$ cat src/rtl/gen_bounce_boxes_if.sv
// Pixel-stream link between the sync/timing generator and the box renderer:
// timing flags and coordinates in, registered 4:4:4 RGB out.
interface gen_bounce_boxes_if #(
  parameter int HW = 10,
  parameter int VW = 9
);
  logic          i_px_clk;
  logic          i_haddr_enb;
  logic          i_vaddr_enb;
  logic          i_frame_en;
  logic [HW-1:0] i_hidx;
  logic [VW-1:0] i_vidx;
  logic [3:0]    o_vga_red;
  logic [3:0]    o_vga_green;
  logic [3:0]    o_vga_blue;

  modport master (
    output i_px_clk, i_haddr_enb, i_vaddr_enb, i_frame_en, i_hidx, i_vidx,
    input  o_vga_red, o_vga_green, o_vga_blue
  );

  modport slave (
    input  i_px_clk, i_haddr_enb, i_vaddr_enb, i_frame_en, i_hidx, i_vidx,
    output o_vga_red, o_vga_green, o_vga_blue
  );
endinterface

$ cat src/rtl/gen_bounce_boxes.sv
// NUM_BOX coloured boxes bouncing inside the active area, with registered RGB
// output and edge/corner hit events.
module gen_bounce_boxes #(
  parameter int H_ACTIVE  = 640,
  parameter int V_ACTIVE  = 480,
  parameter int HW        = 10,
  parameter int VW        = 9,
  parameter int NUM_BOX   = 2,
  parameter int BOX_W     = 100,
  parameter int BOX_H     = 100,
  parameter int STEP      = 1,
  parameter int X0        = 100,
  parameter int Y0        = 100,
  parameter int X_SPACING = 120,
  parameter int Y_SPACING = 60,
  parameter logic [NUM_BOX*12-1:0] COLORS   = {12'h00F, 12'hF00},
  parameter logic [11:0]           BG_COLOR = 12'h000
) (
  input  logic                clk,
  input  logic                i_arst_n,
  input  logic                i_sclr,
  input  logic                i_pause,
  gen_bounce_boxes_if.slave   vid,
  output logic                o_edge_hit,
  output logic                o_corner_hit,
  output logic [15:0]         o_corner_cnt
);

  localparam logic [HW:0] XL     = (HW+1)'(H_ACTIVE - BOX_W);
  localparam logic [VW:0] YL     = (VW+1)'(V_ACTIVE - BOX_H);
  localparam logic [HW:0] STEP_X = (HW+1)'(STEP);
  localparam logic [VW:0] STEP_Y = (VW+1)'(STEP);
  localparam logic [HW:0] BOXW_X = (HW+1)'(BOX_W);
  localparam logic [VW:0] BOXH_Y = (VW+1)'(BOX_H);

  if (NUM_BOX < 1 || NUM_BOX > 8 || STEP < 1 || STEP > BOX_W) begin : g_bad_param
    $error("gen_bounce_boxes: NUM_BOX must be 1..8 and STEP 1..BOX_W");
  end

  for (genvar k = 0; k < NUM_BOX; k++) begin : g_chk
    if (X0 + k*X_SPACING > H_ACTIVE - BOX_W || X0 + k*X_SPACING < 0 ||
        Y0 + k*Y_SPACING > V_ACTIVE - BOX_H || Y0 + k*Y_SPACING < 0) begin : g_bad_init
      $error("gen_bounce_boxes: initial box position outside the active area");
    end
  end

  function automatic logic [HW-1:0] init_x(int unsigned k);
    return HW'(X0 + int'(k) * X_SPACING);
  endfunction

  function automatic logic [VW-1:0] init_y(int unsigned k);
    return VW'(Y0 + int'(k) * Y_SPACING);
  endfunction

  // Direction bit: 0 = increasing, 1 = decreasing; odd boxes start moving left.
  function automatic logic [NUM_BOX-1:0] init_dx();
    logic [NUM_BOX-1:0] d;
    d = '0;
    for (int unsigned k = 0; k < NUM_BOX; k++) d[k] = k[0];
    return d;
  endfunction

  logic [HW-1:0]      x_q   [NUM_BOX];
  logic [VW-1:0]      y_q   [NUM_BOX];
  logic [HW-1:0]      x_nxt [NUM_BOX];
  logic [VW-1:0]      y_nxt [NUM_BOX];
  logic [NUM_BOX-1:0] dx_q, dy_q, dx_nxt, dy_nxt, rev_x, rev_y;
  logic [11:0]        pix_d, rgb_q;
  logic [HW:0]        hx;
  logic [VW:0]        vy;

  always_comb begin
    logic [HW:0] x_inc;
    logic [VW:0] y_inc;
    x_inc  = '0;
    y_inc  = '0;
    dx_nxt = dx_q;
    dy_nxt = dy_q;
    rev_x  = '0;
    rev_y  = '0;
    for (int unsigned k = 0; k < NUM_BOX; k++) begin
      x_nxt[k] = x_q[k];
      y_nxt[k] = y_q[k];
      x_inc    = {1'b0, x_q[k]} + STEP_X;
      y_inc    = {1'b0, y_q[k]} + STEP_Y;
      if (!dx_q[k]) begin
        if (x_inc <= XL) x_nxt[k] = x_inc[HW-1:0];
        else begin
          x_nxt[k] = XL[HW-1:0]; dx_nxt[k] = 1'b1; rev_x[k] = 1'b1;
        end
      end else if ({1'b0, x_q[k]} >= STEP_X) x_nxt[k] = x_q[k] - STEP_X[HW-1:0];
      else begin
        x_nxt[k] = '0; dx_nxt[k] = 1'b0; rev_x[k] = 1'b1;
      end
      if (!dy_q[k]) begin
        if (y_inc <= YL) y_nxt[k] = y_inc[VW-1:0];
        else begin
          y_nxt[k] = YL[VW-1:0]; dy_nxt[k] = 1'b1; rev_y[k] = 1'b1;
        end
      end else if ({1'b0, y_q[k]} >= STEP_Y) y_nxt[k] = y_q[k] - STEP_Y[VW-1:0];
      else begin
        y_nxt[k] = '0; dy_nxt[k] = 1'b0; rev_y[k] = 1'b1;
      end
    end
  end

  always_ff @(posedge clk or negedge i_arst_n) begin
    if (!i_arst_n) begin
      for (int unsigned k = 0; k < NUM_BOX; k++) begin
        x_q[k] <= init_x(k);
        y_q[k] <= init_y(k);
      end
      dx_q         <= init_dx();
      dy_q         <= '0;
      o_edge_hit   <= 1'b0;
      o_corner_hit <= 1'b0;
      o_corner_cnt <= '0;
    end else if (i_sclr) begin
      for (int unsigned k = 0; k < NUM_BOX; k++) begin
        x_q[k] <= init_x(k);
        y_q[k] <= init_y(k);
      end
      dx_q         <= init_dx();
      dy_q         <= '0;
      o_edge_hit   <= 1'b0;
      o_corner_hit <= 1'b0;
      o_corner_cnt <= '0;
    end else begin
      o_edge_hit   <= 1'b0;
      o_corner_hit <= 1'b0;
      if (vid.i_frame_en && !i_pause) begin
        for (int unsigned k = 0; k < NUM_BOX; k++) begin
          x_q[k] <= x_nxt[k];
          y_q[k] <= y_nxt[k];
        end
        dx_q         <= dx_nxt;
        dy_q         <= dy_nxt;
        o_edge_hit   <= |{rev_x, rev_y};
        o_corner_hit <= |(rev_x & rev_y);
        // One count per update, however many boxes hit a corner together.
        if (|(rev_x & rev_y)) o_corner_cnt <= o_corner_cnt + 16'd1;
      end
    end
  end

  assign hx = {1'b0, vid.i_hidx};
  assign vy = {1'b0, vid.i_vidx};

  // Scan from box 0 upward and keep the first hit, so box 0 is drawn on top.
  always_comb begin
    logic found;
    found = 1'b0;
    pix_d = '0;
    if (vid.i_haddr_enb && vid.i_vaddr_enb) begin
      pix_d = BG_COLOR;
      for (int unsigned k = 0; k < NUM_BOX; k++) begin
        if (!found &&
            hx >= {1'b0, x_q[k]} && hx < {1'b0, x_q[k]} + BOXW_X &&
            vy >= {1'b0, y_q[k]} && vy < {1'b0, y_q[k]} + BOXH_Y) begin
          pix_d = COLORS[12*k +: 12];
          found = 1'b1;
        end
      end
    end
  end

  always_ff @(posedge clk or negedge i_arst_n) begin
    if (!i_arst_n)          rgb_q <= '0;
    else if (i_sclr)        rgb_q <= '0;
    else if (vid.i_px_clk)  rgb_q <= pix_d;
  end

  assign vid.o_vga_red   = rgb_q[11:8];
  assign vid.o_vga_green = rgb_q[7:4];
  assign vid.o_vga_blue  = rgb_q[3:0];

endmodule

$ cat src/flat_wrapper.sv
// flat-port wrapper written by rule: the top's interface ports become plain ports
module gen_bounce_boxes_flat 
#(
  parameter int H_ACTIVE  = 640,
  parameter int V_ACTIVE  = 480,
  parameter int HW        = 10,
  parameter int VW        = 9,
  parameter int NUM_BOX   = 2,
  parameter int BOX_W     = 100,
  parameter int BOX_H     = 100,
  parameter int STEP      = 1,
  parameter int X0        = 100,
  parameter int Y0        = 100,
  parameter int X_SPACING = 120,
  parameter int Y_SPACING = 60,
  parameter logic [NUM_BOX*12-1:0] COLORS   = {12'h00F, 12'hF00},
  parameter logic [11:0]           BG_COLOR = 12'h000
)
  (clk, i_arst_n, i_sclr, i_pause, o_edge_hit, o_corner_hit, o_corner_cnt, vid_i_px_clk, vid_i_haddr_enb, vid_i_vaddr_enb, vid_i_frame_en, vid_i_hidx, vid_i_vidx, vid_o_vga_red, vid_o_vga_green, vid_o_vga_blue);
  gen_bounce_boxes_if #(.HW(HW), .VW(VW)) vid_i ();
  input  logic clk;
  input  logic i_arst_n;
  input  logic i_sclr;
  input  logic i_pause;
  output logic o_edge_hit;
  output logic o_corner_hit;
  output logic [15:0] o_corner_cnt;
  input wire logic [$bits(vid_i.i_px_clk)-1:0] vid_i_px_clk;
  input wire logic [$bits(vid_i.i_haddr_enb)-1:0] vid_i_haddr_enb;
  input wire logic [$bits(vid_i.i_vaddr_enb)-1:0] vid_i_vaddr_enb;
  input wire logic [$bits(vid_i.i_frame_en)-1:0] vid_i_frame_en;
  input wire logic [$bits(vid_i.i_hidx)-1:0] vid_i_hidx;
  input wire logic [$bits(vid_i.i_vidx)-1:0] vid_i_vidx;
  output wire logic [$bits(vid_i.o_vga_red)-1:0] vid_o_vga_red;
  output wire logic [$bits(vid_i.o_vga_green)-1:0] vid_o_vga_green;
  output wire logic [$bits(vid_i.o_vga_blue)-1:0] vid_o_vga_blue;
  assign vid_i.i_px_clk = vid_i_px_clk;
  assign vid_i.i_haddr_enb = vid_i_haddr_enb;
  assign vid_i.i_vaddr_enb = vid_i_vaddr_enb;
  assign vid_i.i_frame_en = vid_i_frame_en;
  assign vid_i.i_hidx = vid_i_hidx;
  assign vid_i.i_vidx = vid_i_vidx;
  assign vid_o_vga_red = vid_i.o_vga_red;
  assign vid_o_vga_green = vid_i.o_vga_green;
  assign vid_o_vga_blue = vid_i.o_vga_blue;
  gen_bounce_boxes #(.H_ACTIVE(H_ACTIVE), .V_ACTIVE(V_ACTIVE), .HW(HW), .VW(VW), .NUM_BOX(NUM_BOX), .BOX_W(BOX_W), .BOX_H(BOX_H), .STEP(STEP), .X0(X0), .Y0(Y0), .X_SPACING(X_SPACING), .Y_SPACING(Y_SPACING), .COLORS(COLORS), .BG_COLOR(BG_COLOR)) u_core (.clk(clk), .i_arst_n(i_arst_n), .i_sclr(i_sclr), .i_pause(i_pause), .vid(vid_i), .o_edge_hit(o_edge_hit), .o_corner_hit(o_corner_hit), .o_corner_cnt(o_corner_cnt));
endmodule
$ cat config.mk
export PLATFORM = sky130hd
export DESIGN_NAME = gen_bounce_boxes_flat
export DESIGN_NICKNAME = d
export VERILOG_FILES = /design/src/rtl/gen_bounce_boxes_if.sv /design/src/rtl/gen_bounce_boxes.sv /design/src/flat_wrapper.sv
export SDC_FILE = /design/constraint.sdc
export NUM_CORES = 1
export LEC_CHECK = 0
export CORE_MARGIN = 2
export CORE_UTILIZATION = 30
export CTS_CLUSTER_SIZE = 24
export DETAILED_ROUTE_END_ITERATION = 10
export SLEW_MARGIN = 40
export SYNTH_ARGS = -nofsm -noshare
export SYNTH_HDL_FRONTEND = slang
export SYNTH_SLANG_ARGS = --single-unit
$ cat constraint.sdc
create_clock -name clk -period 9.2 [get_ports clk]
set_input_delay 2.3 -clock clk [delete_from_list [all_inputs] [get_ports clk]]
set_output_delay 2.3 -clock clk [all_outputs]
set_load 0.01 [all_outputs]
Word level (Yosys, flattened, before mapping)

Cells that the tools add are included.

Memories: 0
Memory bits (read-only): 0
Logic and storage cells: 111
Bits in writable memories: 0
Latch bits: 0
Register bits: 72

Div/mod/pow operators: 0
Shift-type cells: 0
Magnitude comparators: 16
Reduce and logical (&&, ||, !) cells: 17
Add/subtract/negate cells: 13
Multiplexer cells: 54
Equality and inequality tests: 0
Bitwise logic cells: 1
Multiply operators: 0

Operators by type and width:

| cell                  | count |
|---|---|
| $mux 10               | 6 |
| $mux 12               | 5 |
| $mux 9                | 6 |
| $mux 16               | 3 |
| $mux 20               | 2 |
| $mux 18               | 2 |
| $mux 1                | 26 |
| $add 10x1->11 const B | 2 |
| $add 10x7->11 const B | 2 |
| $le 11x10->1 const B  | 2 |
| $lt 10x11->1          | 2 |
| $add 9x1->10 const B  | 2 |
| $add 9x7->10 const B  | 2 |
| $ge 10x1->1 const B   | 2 |
| $ge 10x10->1          | 2 |
| $le 10x9->1 const B   | 2 |
| $lt 9x10->1           | 2 |
| $sub 10x1->10 const B | 2 |
| $ge 9x1->1 const B    | 2 |
| $ge 9x9->1            | 2 |
| $sub 9x1->9 const B   | 2 |
| $add 16x1->16 const B | 1 |
| $logic_and 1x1->1     | 9 |
| $mux 2                | 4 |
| 6 further kinds       | 9 |

Depth between registers and ports, before layout

Word-level depth: 16
Mapped depth: 13
Mapped depth without buffers: 13

Worst setup path after synthesis

No wires, ideal clock.

Kind: input to register
Start: input vid_i_vidx[5]
End: register u_core.rgb_q[3]
Required time: 9.078 ns
Stages on the path: 7
Setup time: 0.122 ns
Arrival time: 3.900 ns
Setup slack: 5.179 ns
Cells stage by stage: ha_1 o21a_1 o21ai_0 a211oi_1 o31a_1 or4_1 a32o_1

Word-level cells in the longest chain between the ends: 14
Elaborated cells between the ends (all ways): 17
Those cells by class: order compare: 4; mux: 6; reduce/logical: 7

Ends and longest elaborated chain:

| item                           | RTL line                | RTL |
|---|---|---|
| start, declared                | flat_wrapper.sv:33      | `input wire logic [$bits(vid_i.i_vidx)-1:0] vid_i_vidx;` |
| $ge 9x9->1                     | gen_bounce_boxes.sv:159 | `vy >= {1'b0, y_q[k]} && vy < {1'b0, y_q[k]} + BOXH_Y) begin` |
| $logic_and 1x1->1              | gen_bounce_boxes.sv:158 | `hx >= {1'b0, x_q[k]} && hx < {1'b0, x_q[k]} + BOXW_X &&` |
| $logic_and 1x1->1              | gen_bounce_boxes.sv:159 |  |
| $mux 1                         | gen_bounce_boxes.sv:157 | `if (!found &&` |
| $mux 1                         | gen_bounce_boxes.sv:154 | `if (vid.i_haddr_enb && vid.i_vaddr_enb) begin` |
| $logic_not 1->1                | gen_bounce_boxes.sv:157 |  |
| $logic_and 1x1->1              | gen_bounce_boxes.sv:157 |  |
| $logic_and 1x1->1 (2 in a row) | gen_bounce_boxes.sv:158 |  |
| $logic_and 1x1->1 *            | gen_bounce_boxes.sv:159 |  |
| $mux 12 *                      | gen_bounce_boxes.sv:157 |  |
| $mux 12 *                      | gen_bounce_boxes.sv:154 |  |
| $mux 12 *                      | gen_bounce_boxes.sv:170 | `else if (vid.i_px_clk) rgb_q <= pix_d;` |
| $mux 12 *                      | gen_bounce_boxes.sv:169 | `else if (i_sclr) rgb_q <= '0;` |
| end signal, assigned           | gen_bounce_boxes.sv:170 |  |
| end, declared                  | gen_bounce_boxes.sv:68  | `logic [11:0] pix_d, rgb_q;` |

Every way passes the cells marked *; elsewhere a longest branch is shown, timed or not. The select of a mux whose other input is x is not followed.
A chain may end at the register's enable or synchronous reset.

Worst setup path in the final report

Start: input vid_i_vidx[3]
End: register u_core.rgb_q[3]

Same word-level chain as after synthesis.

==> run_results.csv <==
group,metric,value,unit
floorplan,die_area,0.0242,sq mm
routing,via_per_inst,5.61,
setup_path,path_common_cell,"a21oi_1",
clocking,cts.repair.resized,0,
synthesis,yosys.area_share.simple,21.3,%
setup_path,rrSetupSlack,5.65,ns
sta,slew_headroom,46.0,%
setup_path,rr_endpoint,"u_core.o_corner_cnt[9]",
synthesis,synthMuxAreaShare,0.744,%
setup_path,r2r-start,"u_core.y_q[11]",
clocking,cts_setup_buffers,0,
synthesis,synth-seq-cells,62,
min_path,hold_start,"u_core.o_corner_cnt[15]",
synthesis,synth_top_family_by_area,"compound AO/OA/AOI/OAI gates",
clocking,clk_pin_slew,0.06,ns
grt,grt_max_degree,63,
layout,drive_gt1_share,7.34,%
sta,hold_viol,0,
setup_path,crit_chain,"clkdlybuf4s50_1 -> ha_1 -> a21oi_1 -> nor2b_1 -> o21ai_0 -> a21oi_1 -> a2111oi_1 -> o211a_1 -> a32o_1",
clocking,cts_tree,"yes",
layout,fin_util,34.7,%
sta,rsz0062_at_grt,"no",
floorplan,die_x,156,um
routing,ant_nets,0,
synthesis,synth.distinct_cells,79,
routing,wl_per_cell,16.9,um
layout,instances_no_fill,1170,
sta,period_share,48.4,%
placed_design,hpwl,14.4,mm
routing,via_count,6568,
synthesis,yosys.area.top_type,"dfrtp_1",
placed_design,dp_slack,4.45,ns
synthesis,ys.flop_type,"dfrtp_1",
grt,grt_pass1_wl,33.0,mm
synthesis,syn_area,0.00690,sq mm
setup_path,worstPathRequired,9.47,ns
power,worst_ir_drop_vdd,0.0000783,V
setup_path,worstSetupStartpointType,"input pin",
floorplan,row_count,55,
clocking,cts-root-buf,"clkbuf_16",
grt,grt_overflow,0,
setup_path,cp_max_fo,4,
sta,period_needed,4.45,ns
routing,wl,19.8,mm
floorplan,core-area,0.0226,sq mm
setup_path,critPathArrivalTime,4.72,ns
clocking,clockBufferDepth,2,
synthesis,async_reset_ff_share,100,%
grt,grt_pass1_vias,6176,
clocking,ctsHoldBuffers,0,
sta,fin_ws,4.75,ns
synthesis,synth_compound_area_share,27.0,%
placed_design,finalWeightedCongestion,0.903,
power,cellPowerDensity,100,mW/mm^2
clocking,insertion_delay,0.34,ns
clocking,cts_buffers,9,
sta,tightestPinTransition,0.807,ns
clocking,htreeDepth,3,
setup_path,cpMaxStageDelayCell,"a2111oi_1",
run_status,status,"complete, no violations",
placed_design,portBuffers,52,
setup_path,setup.worst_path.start,"vid_i_vidx[3]",
power,leakagePower,0.00311,uW
layout,nNetsFinal,997,
routing,route.detailed.drc,0,
min_path,hold_class,"flip-flop to flip-flop",
sta,setup_viol,0,
synthesis,synth_edf_count,0,
placed_design,dp.cells,1154,
synthesis,seq_area_frac_synth,22.7,%
setup_path,reg2reg_depth,10,
sta,fin_setup_tns,0,ns
floorplan,start_util,30.6,%
setup_path,critical_path_class,"input pin to flip-flop",
sta,skew,0.00684,ns
floorplan,fp.dieH,156,um
sta,timing.fmax,0.225,GHz
layout,most-common-layout-cells,"a21oi_1, ha_1, nand2_1",
sta,drv_slew,0,
layout,diodes,0,
synthesis,yosys.area_share.adder,16.3,%
clocking,cts_sinks,62,
synthesis,synth_cells,863,
grt,antenna_found_initial,0,
synthesis,avgSynthCellArea,7.99,sq um
run,cap_viol_max_count,0,
synthesis,ys.warnings.count,0,
synthesis,ys_top_cells_by_area,"dfrtp_1, ha_1, a21oi_1",
grt,grtUsageTotal,16.7,%
synthesis,synth_xor_xnor_area_share,4.57,%
setup_path,cpPeakStageDelay,0.70,ns
floorplan,io_pins,57,
setup_path,endpoint_kind,"flip-flop",
min_path,min_to,"u_core.o_corner_cnt[15]",
sta,hold_ws,0.562,ns
layout,area_growth,13.7,%
routing,drt-pass1-iter-count,4,
routing,drt_iter0_markers,562,
min_path,worstHoldPathCells,2,
synthesis,yosysTopAreaCellShare,17.4,%
[kinds of logic after synthesis]
logic type,count (synthesis)
XOR/XNOR,36
other,1
adder cells (fa/ha/maj),90
multiplexers,5
buffers and inverters,110
AND/OR/NAND/NOR,274
flip-flops,62
AO/OA/AOI/OAI,285
[cells in the mapped netlist, types with 9 or more instances]
master and count:
o22ai_1 11, nand2b_1 15, dfrtp_1 48, o31ai_1 19, ha_1 90, a211oi_1 15
xnor2_1 36, clkbuf_1 23, a21oi_1 90, nand2_1 73, o21ai_0 51, buf_4 16
nor2_1 55, nand4_1 15, nor3_1 14, buf_2 13, or3_1 9, nand3_1 25
or4_1 19, o21a_1 9, dfstp_2 14, and3_1 9, inv_1 52, a21o_1 13
[stage by stage]
step / power [uW] / area [sq um]
floorplan: 377 / 6910
global route: 829 / 7840
finish: 787 / 7840
global placement: 425 / 7520
detailed placement: 428 / 7530
CTS: 800 / 7840
[worst max-delay path, delay by kind of cell]
kind	cells	cell delay [ns]
compound gates	6	1.51
buf+inv	1	0.50
fa+ha+maj	1	0.36
simple gates	1	0.06
[area by class of cell]
class                   instances  area (sq um)
inverters                      56           210
flip-flops and latches         62          1570
well taps                     285           357
multi-input cells             694          4840
fillers                      2360         14700
clock inverters                 5          57.6
repair buffers                 57           552
clock buffers                  11           253
[sequential cells by signal (all words and copies together) (netlist names)]
signal / cells
u_core.x_q: 20
u_core.o_edge_hit: 1
u_core.o_corner_cnt: 16
u_core.dy_q: 2
u_core.o_corner_hit: 1
u_core.dx_q: 2
u_core.y_q: 18
u_core.rgb_q: 2
[power breakdown]
group          switching, uW  total (uW)  leakage (uW)  internal [uW]
sequential              12.1         290      0.000813            278
clock                    139         363      0.000144            224
combinational           79.6         134       0.00216           54.0
total                    231         787       0.00311            556
[how the worst max path moves through the flow]
stage	end	depth (start not counted)	slack, ns
floorplan	u_core.rgb_q[3]	7	5.18
global placement	u_core.rgb_q[3]	9	4.32
CTS	u_core.rgb_q[10]	11	4.82
global route	u_core.rgb_q[3]	9	4.61
finish	u_core.rgb_q[3]	9	4.75
detailed placement	u_core.rgb_q[10]	11	4.45
[routing by layer]
metal	track usage [%]	vias up	share of wire (%)
li1	-	3226	-
met4	5.16	0	2.0
met2	26.0	199	45
met3	2.67	25	4.7
met5	0	-	0
met1	23.7	3118	49
(Power assumes the default switching activity.)
